File: config.mk
export PLATFORM = sky130hd
export DESIGN_NAME = logic_operand_loader
export DESIGN_NICKNAME = d
export VERILOG_FILES = /design/src/rtl/logic_operand_loader.sv
export SDC_FILE = /design/constraint.sdc
export NUM_CORES = 1
export LEC_CHECK = 0
export CAP_MARGIN = 10
export CORE_MARGIN = 2
export CORE_UTILIZATION = 43
export DETAILED_ROUTE_END_ITERATION = 16
export HOLD_SLACK_MARGIN = 0.1
export PLACE_DENSITY = 0.8
export SLEW_MARGIN = 20
export SYNTH_ARGS = -nofsm -noshare
export SYNTH_HDL_FRONTEND = slang
export SYNTH_SLANG_ARGS = --single-unit
File: constraint.sdc
create_clock -name CLOCK_50 -period 1.6 [get_ports CLOCK_50]
set_clock_uncertainty 0.1 [all_clocks]
set_input_delay 0.24 -clock CLOCK_50 [delete_from_list [all_inputs] [get_ports CLOCK_50]]
set_output_delay 0.24 -clock CLOCK_50 [all_outputs]
set_load 0.05 [all_outputs]
File: src/rtl/logic_operand_loader.sv
// Purpose: capture operands A, B and function F from switches, one per button press, and flag a complete set.
// Latency: capture 2 edges after enter_n is sampled low; with LOGIC_OPERAND_LOADER_DEBOUNCE_EN, DEBOUNCE_CYCLES more.
// Backpressure: none; the operator paces the entry, and each press advances the FSM exactly once.
module logic_operand_loader #(
    parameter int DEBOUNCE_CYCLES = 500000,
    parameter int CNT_W           = 20
) (
    input  logic       CLOCK_50,
    input  logic       reset,
    input  logic       enter_n,
    input  logic [3:0] data_in,
    input  logic [1:0] func_in,
    output logic [3:0] a_out,
    output logic [3:0] b_out,
    output logic [1:0] f_out,
    output logic       valid,
    output logic [1:0] stage
);

    typedef enum logic [1:0] {
        LOAD_A = 2'd0,
        LOAD_B = 2'd1,
        LOAD_F = 2'd2,
        READY  = 2'd3
    } state_t;

    // The counter must be able to hold DEBOUNCE_CYCLES-1.
    if ((2 ** CNT_W) <= DEBOUNCE_CYCLES) begin : g_cfg_check
        $error("CNT_W too narrow for DEBOUNCE_CYCLES");
    end

    logic       sync1_q, sync1_d;
    logic       sync2_q, sync2_d;
    logic       cond_prev_q, cond_prev_d;
    logic [1:0] fill_q, fill_d;
    logic       armed_q, armed_d;
    logic       btn;
    logic       cond;
    logic       press;

    assign btn = ~sync2_q;

`ifdef LOGIC_OPERAND_LOADER_DEBOUNCE_EN
    logic [CNT_W-1:0] cnt_q, cnt_d;
    logic             stable_q, stable_d;

    // Accept a new button level only after it differs from the stable level for DEBOUNCE_CYCLES edges in a row.
    always_comb begin
        cnt_d    = '0;
        stable_d = stable_q;
        if (btn != stable_q) begin
            if (cnt_q == CNT_W'(DEBOUNCE_CYCLES - 1)) begin
                stable_d = btn;
            end else begin
                cnt_d = cnt_q + 1'b1;
            end
        end
    end

    // Debounce state registers.
    always_ff @(posedge CLOCK_50) begin
        if (reset) begin
            cnt_q    <= '0;
            stable_q <= 1'b0;
        end else begin
            cnt_q    <= cnt_d;
            stable_q <= stable_d;
        end
    end

    assign cond = stable_q;
`else
    assign cond = btn;
`endif

    // Synchronizer, edge history and arming. The synchronizer comes out of reset reading "released"
    // for two edges, so a button held through reset would look like a fresh press; arming waits until
    // the pipeline holds real samples and the button has been seen released.
    always_comb begin
        sync1_d     = enter_n;
        sync2_d     = sync1_q;
        cond_prev_d = cond;
        fill_d      = {fill_q[0], 1'b1};
        armed_d     = armed_q | (fill_q[1] & ~cond);
    end

    assign press = cond & ~cond_prev_q & armed_q;

    // Input conditioning registers.
    always_ff @(posedge CLOCK_50) begin
        if (reset) begin
            sync1_q     <= 1'b1;
            sync2_q     <= 1'b1;
            cond_prev_q <= 1'b0;
            fill_q      <= 2'b00;
            armed_q     <= 1'b0;
        end else begin
            sync1_q     <= sync1_d;
            sync2_q     <= sync2_d;
            cond_prev_q <= cond_prev_d;
            fill_q      <= fill_d;
            armed_q     <= armed_d;
        end
    end

    state_t     state_q, state_d;
    logic [3:0] a_q, a_d;
    logic [3:0] b_q, b_d;
    logic [1:0] f_q, f_d;
    logic       valid_q, valid_d;

    // FSM state register.
    always_ff @(posedge CLOCK_50) begin
        if (reset) begin
            state_q <= LOAD_A;
        end else begin
            state_q <= state_d;
        end
    end

    // Next state: one step around the ring per press.
    always_comb begin
        state_d = state_q;
        if (press) begin
            case (state_q)
                LOAD_A:  state_d = LOAD_B;
                LOAD_B:  state_d = LOAD_F;
                LOAD_F:  state_d = READY;
                default: state_d = LOAD_A;
            endcase
        end
    end

    // Output values: switches are sampled only on the press that captures them; old operands persist.
    always_comb begin
        a_d     = a_q;
        b_d     = b_q;
        f_d     = f_q;
        valid_d = (state_d == READY);
        if (press) begin
            case (state_q)
                LOAD_A:  a_d = data_in;
                LOAD_B:  b_d = data_in;
                LOAD_F:  f_d = func_in;
                default: ;
            endcase
        end
    end

    // Output registers.
    always_ff @(posedge CLOCK_50) begin
        if (reset) begin
            a_q     <= '0;
            b_q     <= '0;
            f_q     <= '0;
            valid_q <= 1'b0;
        end else begin
            a_q     <= a_d;
            b_q     <= b_d;
            f_q     <= f_d;
            valid_q <= valid_d;
        end
    end

    assign a_out = a_q;
    assign b_out = b_q;
    assign f_out = f_q;
    assign valid = valid_q;
    assign stage = state_q;

endmodule

==> flow_summary.yaml, run 1 <==
synthesis:
  synth_area_per_cell_um2: 10.8
  synth.cell_area_um2: 713
  ys_warn_count: 0
  synth_cell_type_count: 17
  synth_nets: 78
  postSynthCellCount: 66
  ys_ff_latch: 19
  yosysSeqAreaShare_pct: 53.3
power:
  leakage_nw: 0.388
  powerDensity_nw_per_um2: 792
  irDropWorstVdd_mv: 0.807
clock_tree:
  htreeDepth: 1
  cts_tree: "yes"
  clk_latency_ns: 0.29
  cts_setup_buffers: 0
  cts_buffers: 3
  clk_pin_slew_ns: 0.09
  clkSinkCount: 19
  root_buffer: "clkbuf_4"
  clock_path_buffers: 2
timing:
  clock.fmax_ghz: 0.672
  slew_headroom_pct: 75.9
  worst_slack_ns: 0.112
  fin_crit_sh_pct: 93.0
  slew_violations: 0
  rsz0062_at_grt: "yes"
  final-hold-violation-count: 0
  min_period_ns: 1.49
  finalSetupViolations: 0
  worstMarginPinSlew_ns: 0.360
worst_hold_path:
  holdCritPathClass: "register to register"
layout:
  area_delta_synth_final_pct: 37.0
  final_cell_mix: "17 x dfxtp_1, 16 x buf_4, 15 x nor2_1"
  final_cell_area_um2: 977
  layout_commonest_cell: "dfxtp_1"
  fin_util_pct: 64.1
  fill_cells: 129
  nets: 104
  diodes: 0
  layout-drive-gt1-share_pct: 28.6
detailed_routing:
  wl_um: 1320
  dr.pass1.iters: 4
  vias_per_cell: 5.06
  drcViolationCount: 0
  wl_per_cell_um: 12.3
  vias: 541
  drtIter0Drc: 2
  ant_nets: 0
floorplan:
  ios: 22
  die-area_um2: 2000
  fp-row-count: 14
  core_um2: 1520
  die_x_um: 44.7
  die_h_um: 44.7
  start_util_pct: 46.8
global_routing:
  grt-ovfl-total: 0
  grt_pass1_vias: 497
  antenna_found_initial: 0
  grt_max_degree: 12
  grt_pass1_wl_um: 2040
  grt_usage_pct: 14.5
critical_path:
  endpoint: "a_out[1]$_SDFFE_PP0P_"
  r2r-end: "a_out[1]$_SDFFE_PP0P_"
  worst_ep_required_time_ns: 1.69
  critical_path_class: "register to register"
  reg2reg_slack_ns: 0.11
  ff2ff_path_depth: 6
  arrival_ns: 1.58
  start_kind: "register"
  timing.rr.start: "stage[1]$_SDFF_PP0_"
  crit_start: "stage[1]$_SDFF_PP0_"
  path_max_fanout: 4
  endpoint_kind: "register"
placed_design:
  portBuffers: 21
  place_ws_ns: 0.0457
  place_area_um2: 932
  hpwlAfterDp_um: 1010
  gp_congestion: 0.684
outcome:
  outcome: "complete, no violations"
job:
  max_cap_violations: 0
==> final cells by class <==
| type | instances | area [um2] | area share [%] |
|---|---|---|---|
| flip-flops and latches | 19 | 383 | 39.2 |
| multi-input cells | 40 | 315 | 32.3 |
| repair buffers | 25 | 220 | 22.5 |
| clock buffers | 3 | 22.5 | 2.30 |
| well taps | 16 | 20.0 | 2.05 |
| inverters | 3 | 11.3 | 1.15 |
| clock inverters | 1 | 5.00 | 0.512 |
==> worst min path at each step <==
stage	start	end	slack, ns	cells past startpoint
floorplan	enter_n	sync1_q$_SDFF_PP1_	0.24	1
global placement	sync1_q$_SDFF_PP1_	sync2_q$_SDFF_PP1_	0.29	1
detailed placement	sync1_q$_SDFF_PP1_	sync2_q$_SDFF_PP1_	0.29	1
CTS	sync1_q$_SDFF_PP1_	sync2_q$_SDFF_PP1_	0.32	1
global route	sync1_q$_SDFF_PP1_	sync2_q$_SDFF_PP1_	0.34	1
finish	sync1_q$_SDFF_PP1_	sync2_q$_SDFF_PP1_	0.32	1
==> synthesized netlist by cell type <==
cell	instances	area share (%)
nor2_1	15	7.9
a21oi_1	1	0.70
nor4bb_1	2	2.8
and4bb_1	1	1.8
a211oi_1	1	1.1
clkbuf_1	1	0.53
dfxtp_1	19	53
ha_1	3	5.3
inv_1	3	1.6
nor2b_1	1	0.88
o41ai_1	1	1.2
nor3b_2	1	1.8
buf_4	2	2.1
o2111ai_1	1	1.2
or2_1	2	1.8
buf_2	1	0.70
mux2i_1	11	15
==> worst max-delay path, cell delays in order (launching register included) <==
cell and delay (ns):
dfxtp_2 0.36, inv_1 0.10, ha_2 0.20, nor4bb_4 0.19, buf_4 0.18, mux2i_1 0.18, nor2_1 0.06
==> power breakdown <==
part	leakage [nW]	switching [W]	internal, W
combinational	0.215	0.0000236	0.0000335
sequential	0.156	0.00000726	0.000482
clock	0.0177	0.000135	0.0000931
total	0.388	0.000166	0.000608
==> flip-flops by register name, indices dropped and copies added, names as in the netlist <==
| name | cells |
|---|---|
| cond_prev_q | 1 |
| sync1_q | 1 |
| armed_q | 1 |
| stage | 2 |
| valid | 1 |
| a_out | 4 |
| f_out | 2 |
| b_out | 4 |
| fill_q | 2 |
| sync2_q | 1 |
==> per-layer routing <==
| layer | global-route usage (%) | up-vias | share of wire (%) |
|---|---|---|---|
| met4 | 5.45 | 0 | 0 |
| li1 | - | 271 | - |
| met5 | 0 | - | 0 |
| met3 | 7.20 | 0 | 6.3 |
| met2 | 24.1 | 15 | 50 |
| met1 | 15.8 | 255 | 43 |
==> metrics by stage <==
step / power, W / hold slack (ns) / TNS, ns / cells
final: 0.000774 / 0.315 / 0 / 107
after global routing: 0.000817 / 0.340 / -0.0382 / 107
after CTS: 0.000782 / 0.321 / 0 / 107
after detailed placement: 0.000554 / 0.293 / 0 / 103
after global placement: 0.000553 / 0.290 / 0 / 103
after floorplan: 0.000523 / 0.237 / 0 / 66
==> repair_timing <==
| item | CTS | global route |
|---|---|---|
| endpoints found under the setup margin | 0 | 5 |
| hold endpoints to repair | 0 | 0 |
| hold buffers | 0 | 0 |
| gates resized for setup | 0 | 3 |
==> cells by family after synthesis <==
family / count (synthesis) / share of synthesized area (%)
multiplexers: 11 / 15.4
AO/OA/AOI/OAI: 4 / 4.21
AND/OR/NAND/NOR: 22 / 16.8
adder cells (fa/ha/maj): 3 / 5.26
buffers and inverters: 7 / 4.91
flip-flops: 19 / 53.3
(Power assumes the default switching activity.)
==> run 2, diff against run 1 <==
- clock period: 1.6 -> 1.65 ns (I/O delays scaled with it)
==> run 2 against run 1 <==
Against the previous run:
- worst setup slack improved by 0.061 ns
- final area decreased by 4.0%
- register-to-register slack better by 0.06 ns
- critical path depth unchanged
- via count fell by 1.8%
- count of clock-buffer cells in the layout increased by 1
- cell count down 0.93%
- fmax grew 0.71%
- combinational power is 10% lower
- worst hold slack got worse by 0.0040 ns
- largest power group unchanged
==> flow_summary.yaml, run 2 (synthesis gave the netlist of run 1 again) <==
outcome:
  outcome: "complete, no violations"
layout:
  nets: 103
  layout_commonest_cell: "dfxtp_1"
  area_delta_synth_final_pct: 31.6
  final_cell_mix: "17 x dfxtp_1, 16 x buf_4, 15 x nor2_1"
  diodes: 0
  multi_input_area_um2: 298
  layout-drive-gt1-share_pct: 24.4
  final_cell_area_um2: 938
  register_area_um2: 383
  fill_cells: 133
placed_design:
  portBuffers: 21
  place_area_um2: 912
  hpwlAfterDp_um: 930
  place_ws_ns: 0.157
  gp_congestion: 0.764
global_routing:
  grt_usage_pct: 13.1
  grt-ovfl-total: 0
  grt_pass1_wl_um: 1900
  grt_pass1_vias: 461
  grt_max_degree: 11
  antenna_found_initial: 0
timing:
  worst_slack_ns: 0.173
  rsz0062_at_grt: "no"
  worstMarginPinSlew_ns: 0.328
  slew_headroom_pct: 78.0
  clock.fmax_ghz: 0.677
  min_period_ns: 1.48
  final-hold-violation-count: 0
  fin_crit_sh_pct: 89.5
  slew_violations: 0
  fin_setup_tns_ns: 0
  finalSetupViolations: 0
critical_path:
  critPathBufInv: 2
  slowest_stage: "dfxtp_2"
  critPathTopFamily: "flip-flops"
  start_kind: "register"
  worst_ep_required_time_ns: 1.73
  critical_path_class: "register to register"
  endpoint_kind: "register"
  arrival_ns: 1.56
  cpPeakStageDelay_ns: 0.35
  crit_chain: "inv_1, ha_1, nor4bb_1, buf_4, mux2i_1, nor2_1"
  path_max_fanout: 4
floorplan:
  ios: 22
  core_um2: 1520
  die-area_um2: 2000
  start_util_pct: 46.8
  die_h_um: 44.7
  die_x_um: 44.7
  fp-row-count: 14
clock_tree:
  clkSinkCount: 19
  clk_pin_slew_ns: 0.10
  clock_path_buffers: 2
  cts_tree: "yes"
  cts_buffers: 3
  htreeDepth: 1
  cts_setup_buffers: 0
  clk_latency_ns: 0.28
  cts_hold_buffers: 0
  cts_resized: 0
  root_buffer: "clkbuf_4"
power:
  powerDensity_nw_per_um2: 792
  leakage_nw: 0.376
  irDropWorstVdd_mv: 0.633
job:
  max_cap_violations: 0
detailed_routing:
  dr.pass1.iters: 4
  vias: 531
  drtIter0Drc: 12
  wl_per_cell_um: 11.0
  vias_per_cell: 5.01
  drcViolationCount: 0
  wl_um: 1170
  ant_nets: 0
worst_hold_path:
  holdCritPathClass: "register to register"
==> run 2: layout make-up <==
cell class / instances / share of cell area (%)
tap: 16 / 2.13
timing repair buffer: 24 / 21.3
multi-input combinational: 40 / 31.7
inverter: 3 / 1.20
sequential: 19 / 40.8
clock buffer: 4 / 2.80
==> run 2: worst register-to-register path, stage by stage, from the launching register on <==
cell	delay, ns
dfxtp_2	0.35
inv_1	0.09
ha_1	0.19
nor4bb_1	0.22
buf_4	0.20
mux2i_1	0.18
nor2_1	0.05
==> run 2: power breakdown <==
group / internal (W) / total (W) / switching (W) / leakage [nW]
combinational: 0.0000291 / 0.0000512 / 0.0000220 / 0.206
clock: 0.0000936 / 0.000220 / 0.000126 / 0.0150
sequential: 0.000467 / 0.000473 / 0.00000544 / 0.156
total: 0.000590 / 0.000744 / 0.000154 / 0.376
==> run 2: final timing paths <==
path | from | to | slack, ns | depth (start not counted)
worst max-delay path | stage[1]$_SDFF_PP0_ | a_out[1]$_SDFFE_PP0P_ | 0.17 | 6
worst min register to register | sync1_q$_SDFF_PP1_ | sync2_q$_SDFF_PP1_ | 0.31 | 1
worst max register to register | stage[1]$_SDFF_PP0_ | a_out[1]$_SDFFE_PP0P_ | 0.17 | 6
worst min-delay path | sync1_q$_SDFF_PP1_ | sync2_q$_SDFF_PP1_ | 0.31 | 1
==> run 2: per-stage QoR <==
stage	hold slack [ns]	util (%)	total power, W	instances
after floorplan	0.245	-	0.000507	66
after global placement	0.285	59.9	0.000534	102
after detailed placement	0.295	59.9	0.000535	102
after CTS	0.315	61.6	0.000754	106
after global routing	0.328	61.6	0.000776	106
final	0.311	61.6	0.000744	106
==> run 2: metal layers <==
layer | vias up | track usage, % | share of wire, %
li1 | 267 | - | -
met2 | 16 | 20.0 | 47
met3 | 2 | 3.60 | 6.5
met1 | 246 | 16.7 | 45
met4 | 0 | 7.27 | 1.3
met5 | - | 0 | 0
